===== src/rtl/writeback_arbiter.sv =====
// Write-back arbiter: merges buffered ALU results and priority load returns onto the register file write port.
// Load -> write one edge after acceptance; ALU -> two edges minimum; alu_ready drops when the FIFO is full, mem_ready drops for one cycle when a starved FIFO head is forced through.
module writeback_arbiter #(
  parameter int DEPTH      = 4,
  parameter int STARVE_MAX = 3
) (
  input  logic                     clk,
  input  logic                     rst,
  input  logic                     alu_valid,
  input  logic [3:0]               alu_addr,
  input  logic [15:0]              alu_data,
  output logic                     alu_ready,
  input  logic                     mem_valid,
  input  logic [3:0]               mem_addr,
  input  logic [15:0]              mem_data,
  output logic                     mem_ready,
  output logic                     w_en,
  output logic [3:0]               addr_c,
  output logic [15:0]              data_c,
  input  logic [3:0]               query_addr,
  output logic                     pending_hit,
  output logic [$clog2(DEPTH):0]   fifo_count
);

  localparam int PW = $clog2(DEPTH);
  localparam int CW = PW + 1;

  typedef struct packed {
    logic [3:0]  addr;
    logic [15:0] data;
  } wb_entry_t;

  wb_entry_t       fifo_q [DEPTH];
  logic [PW-1:0]   wr_ptr_q, wr_ptr_d;
  logic [PW-1:0]   rd_ptr_q, rd_ptr_d;
  logic [CW-1:0]   count_q, count_d;
  logic [3:0]      starve_q, starve_d;
  logic            w_en_q, w_en_d;
  logic [3:0]      addr_c_q, addr_c_d;
  logic [15:0]     data_c_q, data_c_d;

  logic            fifo_empty;
  logic            force_head;
  logic            mem_win;
  logic            enq;
  logic            deq;
  wb_entry_t       head;
  logic [DEPTH-1:0] entry_hit;

  assign fifo_empty = (count_q == '0);
  assign alu_ready  = (count_q != CW'(DEPTH));
  assign force_head = !fifo_empty && (starve_q == 4'(STARVE_MAX));
  assign mem_ready  = !force_head;
  assign mem_win    = mem_valid && mem_ready;
  assign enq        = alu_valid && alu_ready;
  assign deq        = !mem_win && !fifo_empty;
  assign head       = fifo_q[rd_ptr_q];

  always_comb begin
    wr_ptr_d = wr_ptr_q;
    rd_ptr_d = rd_ptr_q;
    count_d  = count_q + CW'(enq) - CW'(deq);
    starve_d = starve_q;
    w_en_d   = 1'b0;
    addr_c_d = addr_c_q;
    data_c_d = data_c_q;

    if (enq) wr_ptr_d = wr_ptr_q + PW'(1);
    if (deq) rd_ptr_d = rd_ptr_q + PW'(1);

    // The head only accumulates starvation while it is present and loses.
    if (fifo_empty || deq) begin
      starve_d = '0;
    end else if (starve_q != 4'(STARVE_MAX)) begin
      starve_d = starve_q + 4'd1;
    end

    if (mem_win) begin
      w_en_d   = 1'b1;
      addr_c_d = mem_addr;
      data_c_d = mem_data;
    end else if (deq) begin
      w_en_d   = 1'b1;
      addr_c_d = head.addr;
      data_c_d = head.data;
    end
  end

  always_ff @(posedge clk) begin
    if (!rst) begin
      wr_ptr_q <= '0;
      rd_ptr_q <= '0;
      count_q  <= '0;
      starve_q <= '0;
      w_en_q   <= 1'b0;
      addr_c_q <= '0;
      data_c_q <= '0;
    end else begin
      wr_ptr_q <= wr_ptr_d;
      rd_ptr_q <= rd_ptr_d;
      count_q  <= count_d;
      starve_q <= starve_d;
      w_en_q   <= w_en_d;
      addr_c_q <= addr_c_d;
      data_c_q <= data_c_d;
    end
  end

  // Storage needs no reset: occupancy alone decides which slots are live.
  always_ff @(posedge clk) begin
    if (enq) fifo_q[wr_ptr_q] <= '{addr: alu_addr, data: alu_data};
  end

  for (genvar g = 0; g < DEPTH; g++) begin : g_hit
    logic [PW-1:0] offs;
    assign offs         = PW'(g) - rd_ptr_q;
    assign entry_hit[g] = ({1'b0, offs} < count_q) && (fifo_q[g].addr == query_addr);
  end

  assign pending_hit = (|entry_hit)
                     || (w_en_q && (addr_c_q == query_addr))
                     || (mem_win && (mem_addr == query_addr))
                     || (enq && (alu_addr == query_addr));

  assign w_en       = w_en_q;
  assign addr_c     = addr_c_q;
  assign data_c     = data_c_q;
  assign fifo_count = count_q;

endmodule


===== config.mk =====
export PLATFORM = sky130hd
export DESIGN_NAME = writeback_arbiter
export DESIGN_NICKNAME = d
export VERILOG_FILES = /design/src/rtl/writeback_arbiter.sv
export SDC_FILE = /design/constraint.sdc
export NUM_CORES = 1
export LEC_CHECK = 0
export CAP_MARGIN = 15
export CORE_MARGIN = 3
export CORE_UTILIZATION = 58
export CTS_CLUSTER_DIAMETER = 150
export DETAILED_ROUTE_END_ITERATION = 7
export PLACE_DENSITY = 0.85
export SYNTH_ARGS = -nofsm -noshare
export SYNTH_HDL_FRONTEND = slang
export SYNTH_SLANG_ARGS = --single-unit

===== constraint.sdc =====
create_clock -name clk -period 4 [get_ports clk]
set_input_delay 0.8 -clock clk [delete_from_list [all_inputs] [get_ports clk]]
set_output_delay 0.8 -clock clk [all_outputs]
set_load 0.03 [all_outputs]

==> results.cfg <==
[synthesis]
synth.avg_cell_area_um2 = 13.4
synth_fp_nets = 432
ys_top_cells_by_area = edfxtp_1, dfxtp_1, mux4_2, nand2_1, xor2_1
synthesis.area_um2 = 4980
yosysTopAreaCell = edfxtp_1
async_flop_share = 0
synth_edf_count = 80
netlist_instances = 373
yosysUniqueCellTypes = 35
synth_top_area_share = 0.482
seq_area_frac_synth = 0.619
synth_flop_cell = edfxtp_1
synth_seq_cells = 114
yosysWarnings = 0

[job]
maxCapViolations = 0

[timing]
worstMarginPinSlew_ns = 1.06
setup_viol = 0
max-slew-margin-rel = 0.289
fmax_mhz = 253
fin_crit_sh = 0.988
finalSetupTns_ns = 0
rsz0062_at_grt = no
report.final.slew_viol_count = 0
hold_viol = 0
skew_ns = 0.00904
fin_crit_ns = 3.95

[worst_setup_path]
worstPathRequired_ns = 3.20
crit_buf_inv = 2
path_cells = clkdlybuf4s50_1 > xor2_1 > nor4_1 > o21ai_0 > o2111ai_1 > or3_1 > clkdlybuf4s50_1
cpPeakStageDelay_ns = 0.67
critPathLaunchType = primary input
cp_top_family = buffers and inverters
crit_fanout = 7
crit_top_cell = clkdlybuf4s50_1
slowest_stage = clkdlybuf4s50_1
crit_path_end_kind = primary output
path_class = primary input to primary output
worstPathArrival_ns = 3.15

[cts]
path_clk_slew_ns = 0.06
numCtsBuffers = 17
cts_tree = built
clockBufferDepth = 2
cts.sink_count = 114
clockRootBuffer = clkbuf_8
h-tree-depth = 4
clkLatencyLatePin_ns = 0.52
cts-hold-fix-buffers = 0

[cells_and_area]
final_net_count = 513
antennaDiodeCount = 0
final_common_cell = edfxtp_1
regArea_um2 = 3080
syn_to_final_growth_pct = 29.7
final_cells = 572
n_fill_cell = 498
final_cell_mix = edfxtp_1, clkdlybuf4s50_1, nand2_1, dfxtp_1, o21ai_0
drive_above_1_share = 0.143
multi_input_area_um2 = 1770

[routing]
drc = 0
vias = 3398
drt-pass1-iter-count = 5
drt_wl_total_mm = 11.8
first_iter_violations = 259
vias_per_cell = 5.94
ant_nets = 0
wl_per_cell_um = 20.6

[grt]
grt_pass1_vias = 3544
track_usage = 0.257
grt_max_degree = 33
grt_pass1_wl_mm = 18.8
grt_overflow = 0
antenna_found_initial = 0

[place]
dp.cells = 540
dp_hpwl_mm = 7.08
portBuffers = 74
place.gp.congestion = 0.867

[die]
start_util = 0.600
die_width_um = 98.7
rows = 33
ios = 75
die_y_um = 98.7
die-area_um2 = 9740
core-area_um2 = 8300

[hold_path]
hold_path_class = register to register

[run_status]
status = complete, no violations

[pwr]
powerDensity_nw_per_um2 = 666
leakagePower_nw = 2.31
peakVddDrop_uv = 525
## layer usage
metal,part of all wire,global-route usage
met4,0.026,0.0966
met3,0.096,0.0863
met1,0.39,0.326
met5,0,0
met2,0.49,0.414
## metrics by stage
step / hold slack, ns / total power [mW] / worst slack (ns) / instance area, µm² / utilization
floorplan: 0.427 / 2.32 / 1.21 / 4980 / -
global placement: 0.442 / 2.67 / 0.290 / 5820 / 0.702
detailed placement: 0.474 / 2.71 / 0.185 / 5820 / 0.702
CTS: 0.516 / 4.32 / 0.0968 / 6450 / 0.778
global route: 0.556 / 4.48 / 0.00433 / 6460 / 0.779
finish: 0.517 / 4.30 / 0.0472 / 6460 / 0.779
## cell families (layout without fill, tap and decap cells)
logic type               after synthesis  in the layout  share of synthesized area
adder cells (fa/ha/maj)               11             11                     0.0291
buffers and inverters                 30            124                     0.0269
flip-flops                           114            114                      0.619
AO/OA/AOI/OAI                         53             53                     0.0628
AND/OR/NAND/NOR                      109            109                      0.109
XOR/XNOR                              36             36                     0.0633
multiplexers                          20             20                     0.0904
## synth_stat cells (2+ instances only)
cell type	n
xnor2_1	15
nor4_1	7
inv_1	8
and3_1	14
dfxtp_1	34
ha_1	10
o21ai_0	24
a21oi_1	5
buf_4	2
xor2_1	21
nand2_1	50
mux4_2	20
a31oi_1	10
buf_2	11
and2_1	10
nand2b_1	2
nand4_1	3
edfxtp_1	80
or3_1	2
a211oi_1	10
clkbuf_1	8
nor2_1	14
## layout make-up
type,instances,area share
Timing Repair Buffer,83,0.126
Sequential cell,114,0.477
Multi-Input combinational cell,229,0.273
Inverter,9,0.00523
Clock buffer,18,0.0662
Tap cell,105,0.0203
Clock inverter,14,0.0316
## worst register-to-register path, stage by stage, from the launching register on
cell and delay (ns):
dfxtp_1 0.39, ha_1 0.22, or3b_4 0.43, a21oi_2 0.29
xnor2_1 0.16, ha_1 0.17, inv_1 0.05, fa_1 0.37
xnor2_1 0.15, xnor2_1 0.13, and2_1 0.15
## state kept, by name, indices dropped and copies added, names as in the netlist, named ones only
name and count:
addr_c 4, data_c 16, fifo_count 3, fifo_q 80
rd_ptr_q 2, starve_q 4, w_en 1, wr_ptr_q 2
## where the power goes
group | switching (mW) | total (mW) | internal [mW]
clock | 0.554 | 1.59 | 1.04
sequential | 0.125 | 1.57 | 1.45
combinational | 0.630 | 1.14 | 0.513
## final timing paths
kind	to	start	cells after the start	slack, ns
max	pending_hit	query_addr[0]	7	0.05
min reg2reg	wr_ptr_q[1]	wr_ptr_q[1]	2	0.52
min	wr_ptr_q[1]	wr_ptr_q[1]	2	0.52
max reg2reg	fifo_count[2]	starve_q[0]	10	1.38
## repair_timing
item | 4_1_cts | 5_1_grt
setup buffers | 0 | 0
setup endpoints to repair | 0 | 1
gates resized for setup | 0 | 3
No activity file was read; power rests on OpenSTA's default activity.
